==> config.mk <==
export PLATFORM = sky130hd
export DESIGN_NAME = mips_mc_core
export DESIGN_NICKNAME = d
export VERILOG_FILES = /design/src/rtl/mips_mc_core.sv
export SDC_FILE = /design/constraint.sdc
export NUM_CORES = 2
export LEC_CHECK = 0
export ABC_CLOCK_PERIOD_IN_PS = 5400
export CORE_MARGIN = 1
export CORE_UTILIZATION = 60
export DETAILED_ROUTE_END_ITERATION = 12
export MAX_ROUTING_LAYER = met4
export PLACE_DENSITY = 0.88
export SYNTH_ARGS = -nofsm -noshare
export SYNTH_HDL_FRONTEND = slang
export SYNTH_SLANG_ARGS = --single-unit
==> constraint.sdc <==
create_clock -name Clk -period 5.4 [get_ports Clk]
set_input_delay 0.81 -clock Clk [delete_from_list [all_inputs] [get_ports Clk]]
set_output_delay 0.81 -clock Clk [all_outputs]
set_load 0.05 [all_outputs]
==> src/rtl/mips_mc_core.sv <==
// Multicycle MIPS-subset core: FETCH/DECODE/EXEC/MEM/WB over a ready-handshaked word port.
// Optional mult/div (single EXEC cycle) enabled by defining MIPS_MC_MULDIV_EN.
module mips_mc_core #(
  parameter int D_WIDTH  = 32,
  parameter int A_WIDTH  = 8,
  parameter int NREG     = 32,
  parameter int PROG_LEN = 16
) (
  input  logic               Clk,
  input  logic               Rst,
  input  logic               Str,
  output logic               Done,
  output logic               Err,
  output logic [A_WIDTH-1:0] Addr,
  output logic [D_WIDTH-1:0] WData,
  input  logic [D_WIDTH-1:0] RData,
  output logic               RW,
  output logic               En,
  input  logic               Rdy,
  input  logic [4:0]         DbgSel,
  output logic [D_WIDTH-1:0] DbgData
);

  localparam int RI_W = (NREG > 1) ? $clog2(NREG) : 1;
  localparam logic [A_WIDTH-1:0] PC_END = A_WIDTH'(PROG_LEN);

  localparam logic [5:0] OP_R    = 6'd0;
  localparam logic [5:0] OP_ADDI = 6'd8;
  localparam logic [5:0] OP_LW   = 6'd35;
  localparam logic [5:0] OP_SW   = 6'd43;
  localparam logic [5:0] OP_BEQ  = 6'd4;
  localparam logic [5:0] OP_BNE  = 6'd5;
  localparam logic [5:0] OP_HALT = 6'd63;

  localparam logic [5:0] FN_SLL = 6'd0;
  localparam logic [5:0] FN_SRL = 6'd2;
  localparam logic [5:0] FN_ADD = 6'd32;
  localparam logic [5:0] FN_SUB = 6'd34;
  localparam logic [5:0] FN_AND = 6'd36;
  localparam logic [5:0] FN_OR  = 6'd37;
  localparam logic [5:0] FN_SLT = 6'd42;
`ifdef MIPS_MC_MULDIV_EN
  localparam logic [5:0] FN_MULT = 6'd24;
  localparam logic [5:0] FN_DIV  = 6'd26;
`endif

  typedef enum logic [2:0] {
    S_IDLE, S_FETCH, S_DECODE, S_EXEC, S_MEM, S_WB, S_DONE
  } state_t;

  state_t state, nxt;

  logic [A_WIDTH-1:0] pc, mar;
  logic [31:0]        ir;
  logic [D_WIDTH-1:0] a, b, res;
  logic               err_q;
  logic [D_WIDTH-1:0] rf [NREG];

  logic [5:0]         op, fn;
  logic [4:0]         rs, rt, rd, sh, dest;
  logic [D_WIDTH-1:0] simm, rs_val, rt_val, alu;
  logic               is_r, op_ok, fn_ok, uses_rs, illegal, taken;

  function automatic logic reg_bad(input logic [4:0] idx);
    return {1'b0, idx} >= 6'(NREG);
  endfunction

  assign op   = ir[31:26];
  assign rs   = ir[25:21];
  assign rt   = ir[20:16];
  assign rd   = ir[15:11];
  assign sh   = ir[10:6];
  assign fn   = ir[5:0];
  assign simm = {{(D_WIDTH-16){ir[15]}}, ir[15:0]};
  assign is_r = (op == OP_R);
  assign dest = is_r ? rd : rt;

  // Register reads; indices beyond NREG read as zero.
  always_comb begin
    rs_val  = '0;
    rt_val  = '0;
    DbgData = '0;
    if (!reg_bad(rs))     rs_val  = rf[rs[RI_W-1:0]];
    if (!reg_bad(rt))     rt_val  = rf[rt[RI_W-1:0]];
    if (!reg_bad(DbgSel)) DbgData = rf[DbgSel[RI_W-1:0]];
  end

  always_comb begin
    op_ok = 1'b0;
    case (op)
      OP_R, OP_ADDI, OP_LW, OP_SW, OP_BEQ, OP_BNE, OP_HALT: op_ok = 1'b1;
      default: op_ok = 1'b0;
    endcase
    fn_ok = 1'b0;
    case (fn)
      FN_SLL, FN_SRL, FN_ADD, FN_SUB, FN_AND, FN_OR, FN_SLT: fn_ok = 1'b1;
`ifdef MIPS_MC_MULDIV_EN
      FN_MULT, FN_DIV: fn_ok = 1'b1;
`endif
      default: fn_ok = 1'b0;
    endcase
    // Shifts take their source from rt; rs is a don't-care field there.
    uses_rs = is_r ? !(fn == FN_SLL || fn == FN_SRL) : (op != OP_HALT);
    illegal = !op_ok || (is_r && !fn_ok)
           || (uses_rs && reg_bad(rs))
           || ((op != OP_HALT) && reg_bad(rt))
           || (is_r && reg_bad(rd));
  end

  always_comb begin
    alu = a + simm;
    if (is_r) begin
      case (fn)
        FN_SLL: alu = b << sh;
        FN_SRL: alu = b >> sh;
        FN_ADD: alu = a + b;
        FN_SUB: alu = a - b;
        FN_AND: alu = a & b;
        FN_OR:  alu = a | b;
        FN_SLT: begin
          alu    = '0;
          alu[0] = ($signed(a) < $signed(b));
        end
`ifdef MIPS_MC_MULDIV_EN
        FN_MULT: alu = $signed(a) * $signed(b);
        FN_DIV:  alu = (b == '0) ? '1 : $signed(a) / $signed(b);
`endif
        default: alu = '0;
      endcase
    end
  end

  assign taken = (op == OP_BEQ) ? (a == b) : (a != b);

  always_ff @(posedge Clk or negedge Rst) begin
    if (!Rst) state <= S_IDLE;
    else      state <= nxt;
  end

  always_comb begin
    nxt   = state;
    En    = 1'b0;
    RW    = 1'b0;
    Addr  = '0;
    WData = '0;
    case (state)
      S_IDLE: if (Str) nxt = S_FETCH;
      S_FETCH: begin
        if (pc == PC_END) begin
          nxt = S_DONE;
        end else begin
          En   = 1'b1;
          Addr = pc;
          if (Rdy) nxt = S_DECODE;
        end
      end
      S_DECODE: nxt = (op == OP_HALT || illegal) ? S_DONE : S_EXEC;
      S_EXEC: begin
        if (op == OP_LW || op == OP_SW)        nxt = S_MEM;
        else if (op == OP_BEQ || op == OP_BNE) nxt = S_FETCH;
        else                                   nxt = S_WB;
      end
      S_MEM: begin
        En    = 1'b1;
        RW    = (op == OP_SW);
        Addr  = mar;
        WData = (op == OP_SW) ? b : '0;
        if (Rdy) nxt = (op == OP_LW) ? S_WB : S_FETCH;
      end
      S_WB:   nxt = S_FETCH;
      S_DONE: if (Str) nxt = S_FETCH;
      default: nxt = S_IDLE;
    endcase
  end

  always_ff @(posedge Clk or negedge Rst) begin
    if (!Rst) begin
      pc    <= '0;
      mar   <= '0;
      ir    <= '0;
      a     <= '0;
      b     <= '0;
      res   <= '0;
      err_q <= 1'b0;
      for (int i = 0; i < NREG; i++) rf[i] <= '0;
    end else begin
      case (state)
        S_IDLE, S_DONE: begin
          if (Str) begin
            pc    <= '0;
            err_q <= 1'b0;
          end
        end
        S_FETCH: begin
          if (pc != PC_END && Rdy) begin
            ir <= RData[31:0];
            pc <= pc + A_WIDTH'(1);
          end
        end
        S_DECODE: begin
          a <= rs_val;
          b <= rt_val;
          if (illegal) err_q <= 1'b1;
        end
        S_EXEC: begin
          res <= alu;
          mar <= A_WIDTH'(a + simm);
          if ((op == OP_BEQ || op == OP_BNE) && taken) pc <= pc + simm[A_WIDTH-1:0];
        end
        S_MEM: if (Rdy && op == OP_LW) res <= RData;
        S_WB:  if (dest != 5'd0) rf[dest[RI_W-1:0]] <= res;
        default: ;
      endcase
    end
  end

  assign Done = (state == S_DONE);
  assign Err  = (state == S_DONE) && err_q;

endmodule
Yosys cells after proc, flatten, opt, wreduce, memory -nomap -nowiden
Index checks and enable logic that the tools add are counted.
- add/subtract/negate cells: 5
- $lt $le $gt $ge: 6
- equality and inequality tests: 29
- shifts and indexed selects: 2
- muxes and demuxes: 43
- bitwise operators: 6
- reduce and logical (&&, ||, !) cells: 28
- operators with widths (operator ; number):
    $bwmux W1024 ; 1
    $bmux W32 S5 ; 3
    $mux W32 ; 11
    $pmux W32 S7 ; 1
    $demux W32 S5 ; 1
    $add A32 B32 Y32 ; 2
    $pmux W32 S2 ; 1
    $eq A6 B6 Y1 const B ; 8
    $and A32 B32 Y32 ; 1
    $eq A32 B32 Y1 ; 1
    $lt A32 B32 Y1 ; 1
    $mux W8 ; 4
    $ne A32 B32 Y1 ; 1
    $or A32 B32 Y32 ; 1
    $shl A32 B5 Y32 ; 1
    $shr A32 B5 Y32 ; 1
    $sub A32 B32 Y32 ; 1
    $ge A6 B6 Y1 const B ; 4
    $mux W3 ; 8
    $not A5 Y6 ; 4
    $pmux W8 S3 ; 1
    $pmux W3 S6 ; 1
    $pmux W8 S2 ; 1
    $reduce_or A7 Y1 ; 2
    other kinds (29) ; 58
- flip-flop bits (word level): 1172
- input bits: 41
- output and inout bits: 76
- logic and storage cells: 159

Depth between registers and ports, before layout
- depth in word-level cells: 9
- depth in mapped cells: 16
- depth with buffers taken out: 13

Least setup slack after synthesis
OpenSTA, ideal clock, no wires.
- path type: in2out
- from: in DbgSel[0]
- to: out DbgData[0]
- arrival time: 3.150 ns
- data required time: 4.590 ns
- slack: 1.440 ns
- cell stages on the path: 6
- path buffers: 3
- path through: clkbuf_1 > clkbuf_1 > buf_1 > mux4_2 > mux4_2 > mux2_2
- longest elaborated chain between the ends: 4
- RTL lines (what ; line ; text):
    start: declaration ; 20 ; input logic [4:0] DbgSel,
    $not A5 Y6 (not written as such) ; 85 ; if (!reg_bad(DbgSel)) DbgData = rf[DbgSel[RI_W-1:0]];
    $bmux W32 S5 ; 85 ;
    $mux W32 (not written as such) (2 in a row) ; 85 ;
    end: declaration ; 21 ; output logic [D_WIDTH-1:0] DbgData
Every way passes these cells. The select of a mux whose other input is x is not followed.

Worst setup path in the final report
- from: reg state[1]
- to: out Addr[4]
- longest elaborated chain between the ends: 2
- elaborated cells between the ends (all ways): 3
- classes of those cells: 2 x eq/ne; 1 x mux
- RTL lines (what ; line ; text):
    start: declaration ; 51 ; state_t state, nxt;
    start signal: assignment ; 137 ; else state <= nxt;
    $eq A3 B3 Y1 or $eq A3 B1 Y1 (tied branches) ; 146 ; case (state)
    $pmux W8 S2 * ; 146 ;
    end: declaration ; 14 ; output logic [A_WIDTH-1:0] Addr,
Mark *: on every way between the ends. The rest lies on a longest branch, timed or not.

==> impl_metrics.toml <==
[clock_network]
cts.reportedPaths.clkPinSlew_ns = 0.07
cts.sinks = 1172
clock_insertion_delay_worst_skew_ns = 0.82
cts_buffer_depth = 3
ctsHtreeMaxLevel = 3
tritoncts = "built"
postCtsHoldBufs = 0
number_of_buffers_created_by_cts = 118
cts-resized-gates = 0
post-cts-setup-buffers = 0
root_buffer = "sky130_fd_sc_hd__clkbuf_16"

[worst_setup_path]
timing.critical_path.arrival_ns = 4.08
crit_chain = "nor2b_1 > and2_1 > buf_4 > a22o_1 > clkdlybuf4s50_1"
worst_setup_path_startpoint = "state[1]$_DFFE_PN0P_"
timing.critical_path.to = "Addr[4]"
cp_slowest_cell = "sky130_fd_sc_hd__clkdlybuf4s50_1"
timing.critical_path.fanout_max = 23
critical_path.max_stage_delay_ns = 0.84
regToRegSetupSlack_ns = 0.75
critPathCaptureType = "output port"
worst_flop_to_flop_path_endpoint = "rf[407]$_DFFE_PN0P_"
path_class = "reg -> out"
cp_num_cells = 5
reg2reg_depth = 5
critPathLaunchType = "register"
critPathRequiredTime_ns = 4.59
kind_of_cell_with_the_highest_combined_delay_on_the_critical_path = "buffers and inverters"
regToRegStartpoint = "ir[26]$_DFFE_PN0P_"
timing.critical_path.buf_inv = 2

[cells_and_area]
finish.utilization_pct = 66.1
layout_commonest_cell = "sky130_fd_sc_hd__dfrtp_1"
layout.cells.most_common_list = "1157 x sky130_fd_sc_hd__dfrtp_1, 1015 x sky130_fd_sc_hd__mux4_2, 992 x sky130_fd_sc_hd__mux2_2"
stdcell_area_sq_um = 86800
layout-drive-gt1-share_pct = 43.7
final_net_count = 5849
area_growth_from_synthesis_to_final_layout_pct = 9.32

[routing]
post_drt_wl_per_cell_microns = 38.7
ant_nets = 0
drt-pass1-iter-count = 7
totalWireLength_mm = 291
detail_route.iter0.violations = 10760
drc = 0
detailroute.via_count = 60719
detail_route.vias_per_cell = 8.06

[timing]
timing.slew.headroom_pct = -0.691
min_period_ns = 4.89
hold_viol_final = 0
maxSlewViolCount = 1
fin_tns_setup_ns = 0
post-route-period-util_pct = 90.6
unrepaired_setup_endpoints_after_global_routing = "no"
clock-skew-final_ns = 0.0558
timing.final.setup_violations = 0
worst-slew-pin-transition_ns = 1.50
fmaxAchievable_mhz = 204
hold-worst-slack_ns = 0.0928

[power_and_ir_drop]
p_leak_nw = 37.4
power-per-cell-area_nw_per_um2 = 635
power.ir.vdd_worst_v = 0.000382
post-layout-total-power_mw = 55.1

[floorplanning]
placement_rows = 133
initial_utilization_pct = 60.4
dieArea_sq_um = 134000
fp.dieW_microns = 366
die_height_microns = 366
design.core.area_sq_um = 131000
floorplan.io_pins = 117

[synthesis]
mapped_avg_cell_area_sq_um = 13.6
synth_fp_nets = 6044
yosys_register_bits = 1172
synth_edf_count = 0
seq_area_frac_synth_pct = 37.0
synth_top_cell_area_share_pct = 37.0
netlist_instances = 5847
synth.cell_area_sq_um = 79400
postSynth.asyncResetShare_pct = 100
synth_warnings = 0
synth_flop_cell = "sky130_fd_sc_hd__dfrtp_1"
synth.area.top_cells = "sky130_fd_sc_hd__dfrtp_1 37%, sky130_fd_sc_hd__mux4_2 29%, sky130_fd_sc_hd__mux2_2 14%"
synth.distinct_cells = 95
area_leader_netlist = "sky130_fd_sc_hd__dfrtp_1"

[global_routing]
met2_usage_pct = 63.0
number_of_global_route_vias_before_repair = 61251
groute.usage.overall_pct = 45.6
grt_pass1_wl_mm = 426
met3_usage_pct = 19.2
gr-usage-met1_pct = 53.5
grt_antenna_before_repair = 24
largest_net_degree_at_the_start_of_global_routing = 143
globalRouteOverflowTotal = 0
globalRoute.busiestLayer = "met2"

[outcome]
failed_checks = "capacitance limit, slew limit"
status = "complete, but fails checks"

[placed_design]
portBuffers = 116
dpl-instance-area_sq_um = 82400
dp.final_hpwl_mm = 179
gp_congestion = 1.09

[worst_hold_path]
hp-class = "in -> async"

[run]
cap_violations = 1
sequential cells by signal, summed over array words and instances (netlist names):
signal	cells
pc	8
b	32
state	3
err_q	1
ir	32
res	32
mar	8
a	32
rf	1024
per-stage QoR:
| stage | worst slack [ns] | cells |
|---|---|---|
| floorplan | 1.44 | 5847 |
| global placement | 0.843 | 7287 |
| detailed placement | 0.811 | 7287 |
| CTS | 0.588 | 7504 |
| global route | 0.429 | 7526 |
| finish | 0.509 | 7534 |
synth_stat cells (85+ instances only):
library cell                  n
sky130_fd_sc_hd__o21ai_0    137
sky130_fd_sc_hd__dfrtp_1   1172
sky130_fd_sc_hd__nand2_1    203
sky130_fd_sc_hd__mux2i_1    125
sky130_fd_sc_hd__clkbuf_1   401
sky130_fd_sc_hd__ha_1       152
sky130_fd_sc_hd__buf_2      121
sky130_fd_sc_hd__mux4_2    1015
sky130_fd_sc_hd__inv_1      116
sky130_fd_sc_hd__nor2_1     253
sky130_fd_sc_hd__buf_1       85
sky130_fd_sc_hd__mux2_2     992
sky130_fd_sc_hd__a21oi_1    233
how the worst min path moves through the flow:
stage / slack [ns] / cells past startpoint / start / to
after global placement: 0.39 / 0 / rf[1014]$_DFFE_PN0P_ / rf[1014]$_DFFE_PN0P_
after global routing: 0.14 / 1 / Rst / rf[1014]$_DFFE_PN0P_
after CTS: 0.10 / 1 / Rst / rf[599]$_DFFE_PN0P_
after detailed placement: 0.41 / 0 / rf[1017]$_DFFE_PN0P_ / rf[1017]$_DFFE_PN0P_
final: 0.09 / 1 / Rst / rf[791]$_DFFE_PN0P_
after floorplan: 0.45 / 2 / mar[4]$_DFFE_PN0P_ / mar[4]$_DFFE_PN0P_
area by class of cell:
type	count	area [sq um]
multi-input cells	3929	47200
fillers	8422	44500
flip-flops and latches	1172	29400
clock buffers	159	3310
repair buffers	310	3230
well taps	1755	2200
clock inverters	58	945
inverters	121	454
diodes	30	75.1
cell families after synthesis:
| logic type | Yosys count | synth area share [%] |
|---|---|---|
| mux | 2203 | 45.5 |
| flops | 1172 | 37.0 |
| simple gates | 788 | 4.73 |
| buf+inv | 746 | 3.82 |
| compound gates | 729 | 5.94 |
| fa+ha+maj | 156 | 2.50 |
| xor+xnor | 53 | 0.585 |
where the power goes:
group / switching [mW] / leakage, nW / internal, mW
sequential: 5.64 / 15.9 / 11.7
combinational: 15.6 / 19.5 / 13.0
clock: 3.90 / 2.06 / 5.23
total: 25.1 / 37.4 / 30.0
metal layers:
| metal | vias up | wire length, microns |
|---|---|---|
| li1 | 22527 | - |
| met1 | 30435 | 93100 |
| met4 | 0 | 26200 |
| met5 | - | 0 |
| met3 | 1816 | 46100 |
| met2 | 5941 | 126000 |
(Power assumes the default switching activity.)
